$ cat src/rtl/bj_redirect_ctrl.sv
// rtl/bj_redirect_ctrl.sv - EX-stage branch/jump redirect sequencer with saturating perf counters
module bj_redirect_ctrl #(
  parameter int CNT_WIDTH = 16
) (
  input  logic                 CLK,
  input  logic                 RESET,
  input  logic                 BJ_VALID,
  input  logic [2:0]           BRANCH_JUMP,
  input  logic                 PC_SEL_IN,
  input  logic [31:0]          TARGET_ADDR,
  input  logic                 EX_STALL,
  input  logic                 IMEM_BUSY,
  input  logic                 CNT_CLR,
  output logic                 PC_SEL,
  output logic [31:0]          PC_TARGET,
  output logic                 FLUSH_IF_ID,
  output logic                 FLUSH_ID_EX,
  output logic                 FLUSH_EX,
  output logic                 REDIRECT_PENDING,
  output logic [CNT_WIDTH-1:0] BRANCH_COUNT,
  output logic [CNT_WIDTH-1:0] TAKEN_COUNT
);

  localparam logic [1:0] IDLE       = 2'd0;
  localparam logic [1:0] WAIT_FETCH = 2'd1;
  localparam logic [1:0] REDIRECT   = 2'd2;

  localparam logic [2:0] BJ_NONE = 3'b010;
  localparam logic [2:0] BJ_JUMP = 3'b011;

  localparam logic [CNT_WIDTH-1:0] CNT_MAX = {CNT_WIDTH{1'b1}};
  localparam logic [CNT_WIDTH-1:0] CNT_ONE = {{(CNT_WIDTH-1){1'b0}}, 1'b1};

  logic [1:0]           state_q, state_d;
  logic [31:0]          pc_target_q, pc_target_d;
  logic                 pc_sel_q, pc_sel_d;
  logic                 flush_q, flush_d;
  logic                 pending_q, pending_d;
  logic [CNT_WIDTH-1:0] branch_count_q, branch_count_d;
  logic [CNT_WIDTH-1:0] taken_count_q, taken_count_d;
  logic                 accept;
  logic                 taken;

  // Resolve qualification: only one resolve is taken per redirect; anything seen
  // while a redirect is in flight is on the wrong path and is dropped.
  always_comb begin
    accept = BJ_VALID & ~EX_STALL & (BRANCH_JUMP != BJ_NONE) & (state_q == IDLE);
    taken  = accept & (PC_SEL_IN | (BRANCH_JUMP == BJ_JUMP));
  end

  // Redirect FSM and target latch; outputs are decoded from the next state so
  // they come straight off flops aligned with the state they describe.
  always_comb begin
    state_d     = state_q;
    pc_target_d = pc_target_q;
    case (state_q)
      IDLE: begin
        if (taken) begin
          pc_target_d = TARGET_ADDR;
          state_d     = IMEM_BUSY ? WAIT_FETCH : REDIRECT;
        end
      end
      WAIT_FETCH: begin
        if (!IMEM_BUSY) begin
          state_d = REDIRECT;
        end
      end
      REDIRECT: state_d = IDLE;
      default:  state_d = IDLE;
    endcase
    pc_sel_d  = (state_d == REDIRECT);
    flush_d   = (state_d != IDLE);
    pending_d = (state_d != IDLE);
  end

  // Saturating performance counters; a clear beats a same-cycle increment.
  always_comb begin
    branch_count_d = branch_count_q;
    taken_count_d  = taken_count_q;
    if (CNT_CLR) begin
      branch_count_d = '0;
      taken_count_d  = '0;
    end else begin
      if (accept && (branch_count_q != CNT_MAX)) begin
        branch_count_d = branch_count_q + CNT_ONE;
      end
      if (taken && (taken_count_q != CNT_MAX)) begin
        taken_count_d = taken_count_q + CNT_ONE;
      end
    end
  end

  // State and output registers with synchronous reset.
  always_ff @(posedge CLK) begin
    if (RESET) begin
      state_q        <= IDLE;
      pc_target_q    <= '0;
      pc_sel_q       <= 1'b0;
      flush_q        <= 1'b0;
      pending_q      <= 1'b0;
      branch_count_q <= '0;
      taken_count_q  <= '0;
    end else begin
      state_q        <= state_d;
      pc_target_q    <= pc_target_d;
      pc_sel_q       <= pc_sel_d;
      flush_q        <= flush_d;
      pending_q      <= pending_d;
      branch_count_q <= branch_count_d;
      taken_count_q  <= taken_count_d;
    end
  end

  assign PC_SEL           = pc_sel_q;
  assign PC_TARGET        = pc_target_q;
  assign FLUSH_IF_ID      = flush_q;
  assign FLUSH_ID_EX      = flush_q;
  assign FLUSH_EX         = flush_q;
  assign REDIRECT_PENDING = pending_q;
  assign BRANCH_COUNT     = branch_count_q;
  assign TAKEN_COUNT      = taken_count_q;

endmodule

$ cat config.mk
export PLATFORM = sky130hd
export DESIGN_NAME = bj_redirect_ctrl
export DESIGN_NICKNAME = d
export VERILOG_FILES = /design/src/rtl/bj_redirect_ctrl.sv
export SDC_FILE = /design/constraint.sdc
export NUM_CORES = 1
export LEC_CHECK = 0
export ABC_CLOCK_PERIOD_IN_PS = 1800
export CAP_MARGIN = 40
export CORE_MARGIN = 10
export CORE_UTILIZATION = 40
export CTS_CLUSTER_DIAMETER = 30
export DETAILED_ROUTE_END_ITERATION = 7
export PLACE_DENSITY = 0.81
export SETUP_SLACK_MARGIN = 0.4
export SLEW_MARGIN = 25
export SYNTH_ARGS = -nofsm -noshare
export SYNTH_HDL_FRONTEND = slang
export SYNTH_SLANG_ARGS = --single-unit
$ cat constraint.sdc
create_clock -name CLK -period 1.8 [get_ports CLK]
set_input_delay 0.27 -clock CLK [delete_from_list [all_inputs] [get_ports CLK]]
set_output_delay 0.27 -clock CLK [all_outputs]
set_load 0.02 [all_outputs]
==> flow_summary.ini <==
[synth]
syn_area_um2 = 2977
syn_avg_cell_area_um2 = 8.408
yosysWarnings = 0
ys_types = 50
synth_sequential_area_ratio_pct = 45.73
synthCells = 354
ys_ff_latch = 68
syn_nets = 398

[layout]
area_growth_pct = 75.75
final_common_cell = nand2_1
fin_util_pct = 72.12
final_cell_mix = nand2_1, dlygate4sd2_1, dfxtp_1, clkdlybuf4s50_1, buf_4
final_nets = 556
drive_above_1_share_pct = 33.46
finalNonFillerCells = 617

[clock_network]
clk_path_buf_depth = 2
htreeDepth = 3
clkLatencyLatePin_ns = 0.36
path_clk_slew_ns = 0.08
cts_tree = done
cts_hold_buf = 0
cts_buffers = 9
root_buffer = clkbuf_8
cts.sinks = 68

[floorplan]
fp.dieH_um = 106.3
coreArea_um2 = 7253
start_util_pct = 41.04
ios = 111
die-width_um = 106.3
fp-row-count = 31
dieArea_um2 = 11290

[sta]
slew_viol_final = 0
rsz0062_at_grt = true
worst_hold_slack_ns = 0.4511
clock_skew_ns = 0.01005
min_period_over_period_pct = 92.63
min_period_ns = 1.667
hold_violations = 0
fmax_mhz = 599.7
maxSlewHeadroom_pct = 59.37
setup_slack_ns = 0.1326
setup_viol = 0
tightest_slew_ns = 0.6072

[global_route]
grt_pass1_wl_mm = 17.00
grtUsageTotal_pct = 18.56
first_global_vias = 3365
gr-total-overflow = 0
grt_max_degree = 33
antenna_found_initial = 1

[pwr]
p_int_mw = 2.391
ir_drop_uv = 529.3
switching_power_mw = 0.8488
p_clk_share_pct = 39.9
pwr-share-comb_pct = 13.0
p_leak_nw = 2.168
p_sw_share_pct = 26.20
seqPwrFrac_pct = 47.2
p_per_area_nw_per_um2 = 619.3

[run]
drv_cap = 0

[worst_setup_path]
max_stage_delay_ns = 0.37
path_cells = and4_4 > and3_4 > nand4_1 > o311ai_4 > o41ai_2
worstPathMaxFanout = 8
arrival_ns = 1.90
required_ns = 2.04
ff2ff_path_depth = 5
startpoint_type = flip-flop
path_class = flip-flop to flip-flop
slowest_stage = dfxtp_4
endpoint_kind = flip-flop

[hold_path]
min_path_type = flip-flop to flip-flop
worstHoldPathCells = 2

[placed_design]
post-place-ws_ns = -0.2898
routabilityCongestion = 0.8330
numPortBuffers = 110
dp.cells = 560
hpwl_mm = 6.883

[detailed_routing]
drc_errors = 0
vias = 3297
wl_mm = 11.21
vias_per_cell = 5.344
wl_per_cell_um = 18.16
drt_iter0_markers = 128
drt_first_pass_iters = 4
postRouteAntennaNets = 0

[run_status]
status = completed
per-layer routing:
metal  global-route usage, %  wire length (µm)  up-vias
li1                        -                 -     1566
met1                   19.19              4159     1601
met2                   32.82              5908       97
met3                   5.254               674       33
met4                   10.93               462        0
met5                       0                 0        -
power groups by stage:
stage	Clock, mW	Sequential, mW	Combinational [mW]
final	1.29	1.53	0.420
after global routing	1.36	1.53	0.447
after CTS	1.30	1.53	0.402
after detailed placement	0	1.57	0.367
after global placement	0	1.57	0.362
after floorplan	0	1.60	0.132
sequential cells by signal, summed over array words and instances (netlist names):
register          count
TAKEN_COUNT          16
state_q               2
BRANCH_COUNT         16
REDIRECT_PENDING      1
PC_SEL                1
PC_TARGET            32
logic make-up after synthesis:
group | share of synthesized area [%]
adders and majority gates | 0.8406
AOI/OAI and AO/OA | 13.87
muxes | 1.135
buffers and inverters | 4.413
DFF | 45.73
and+or+nand+nor | 30.18
xor gates and xnor gates | 3.825
Yosys cell counts (all sizes together):
library cell | n | area share [%]
a21oi | 46 | 7.7
or4b | 1 | 0.46
and3 | 6 | 1.6
nor3 | 6 | 1.3
xnor2 | 11 | 3.2
a41o | 2 | 0.67
nand2b | 2 | 0.76
or2 | 3 | 0.63
and2 | 1 | 0.21
a31o | 1 | 0.29
nand2 | 82 | 10
nand4 | 9 | 1.9
clkbuf | 7 | 0.88
o21ai | 7 | 1.3
or4 | 7 | 1.8
mux2i | 3 | 1.1
and4 | 3 | 0.97
a21bo | 1 | 0.34
inv | 3 | 0.38
nor4 | 9 | 2.4
o21a | 1 | 0.25
a31oi | 2 | 0.42
o31ai | 7 | 1.8
nor2 | 26 | 3.4
buf | 15 | 3.2
o41ai | 1 | 0.29
o311ai | 1 | 0.29
o2111ai | 1 | 0.50
or3 | 4 | 0.84
ha | 2 | 0.84
nand3 | 9 | 1.5
nand4b | 1 | 0.29
nor4b | 2 | 1.3
xor2 | 2 | 0.59
nand3b | 2 | 0.50
dfxtp | 68 | 46
final timing paths:
path | start | to | slack (ns)
hold / removal | PC_TARGET[16] | PC_TARGET[16] | 0.45
setup reg to reg | TAKEN_COUNT[2] | TAKEN_COUNT[13] | 0.13
setup / recovery | TAKEN_COUNT[2] | TAKEN_COUNT[13] | 0.13
hold reg to reg | PC_TARGET[16] | PC_TARGET[16] | 0.45
worst max-delay path, delay by kind of cell, from the launching register on:
family / cells / cell delay, ns
flops: 1 / 0.37
simple gates: 3 / 0.69
compound gates: 2 / 0.48
final cells by class:
type,count,area (µm²)
repair buffers,166,1534
multi-input cells,264,1921
flip-flops and latches,68,1435
well taps,99,123.9
fillers,523,2022
clock buffers,12,177.7
inverters,3,11.26
clock inverters,4,26.28
diodes,1,2.502
timing repair:
item	in CTS	in global routing
setup buffers	29	5
gates resized for setup	134	29
endpoints found under the setup margin	137	73
pin swaps	50	8
gates cloned	6	0
through the flow:
step / power, mW / setup TNS [ns] / area (µm²)
floorplan: 1.737 / 0 / 3232
global placement: 1.930 / -10.80 / 4473
detailed placement: 1.937 / -13.05 / 4473
CTS: 3.226 / 0 / 5106
global route: 3.336 / 0 / 5229
finish: 3.240 / 0 / 5231
(Power assumes the default switching activity.)
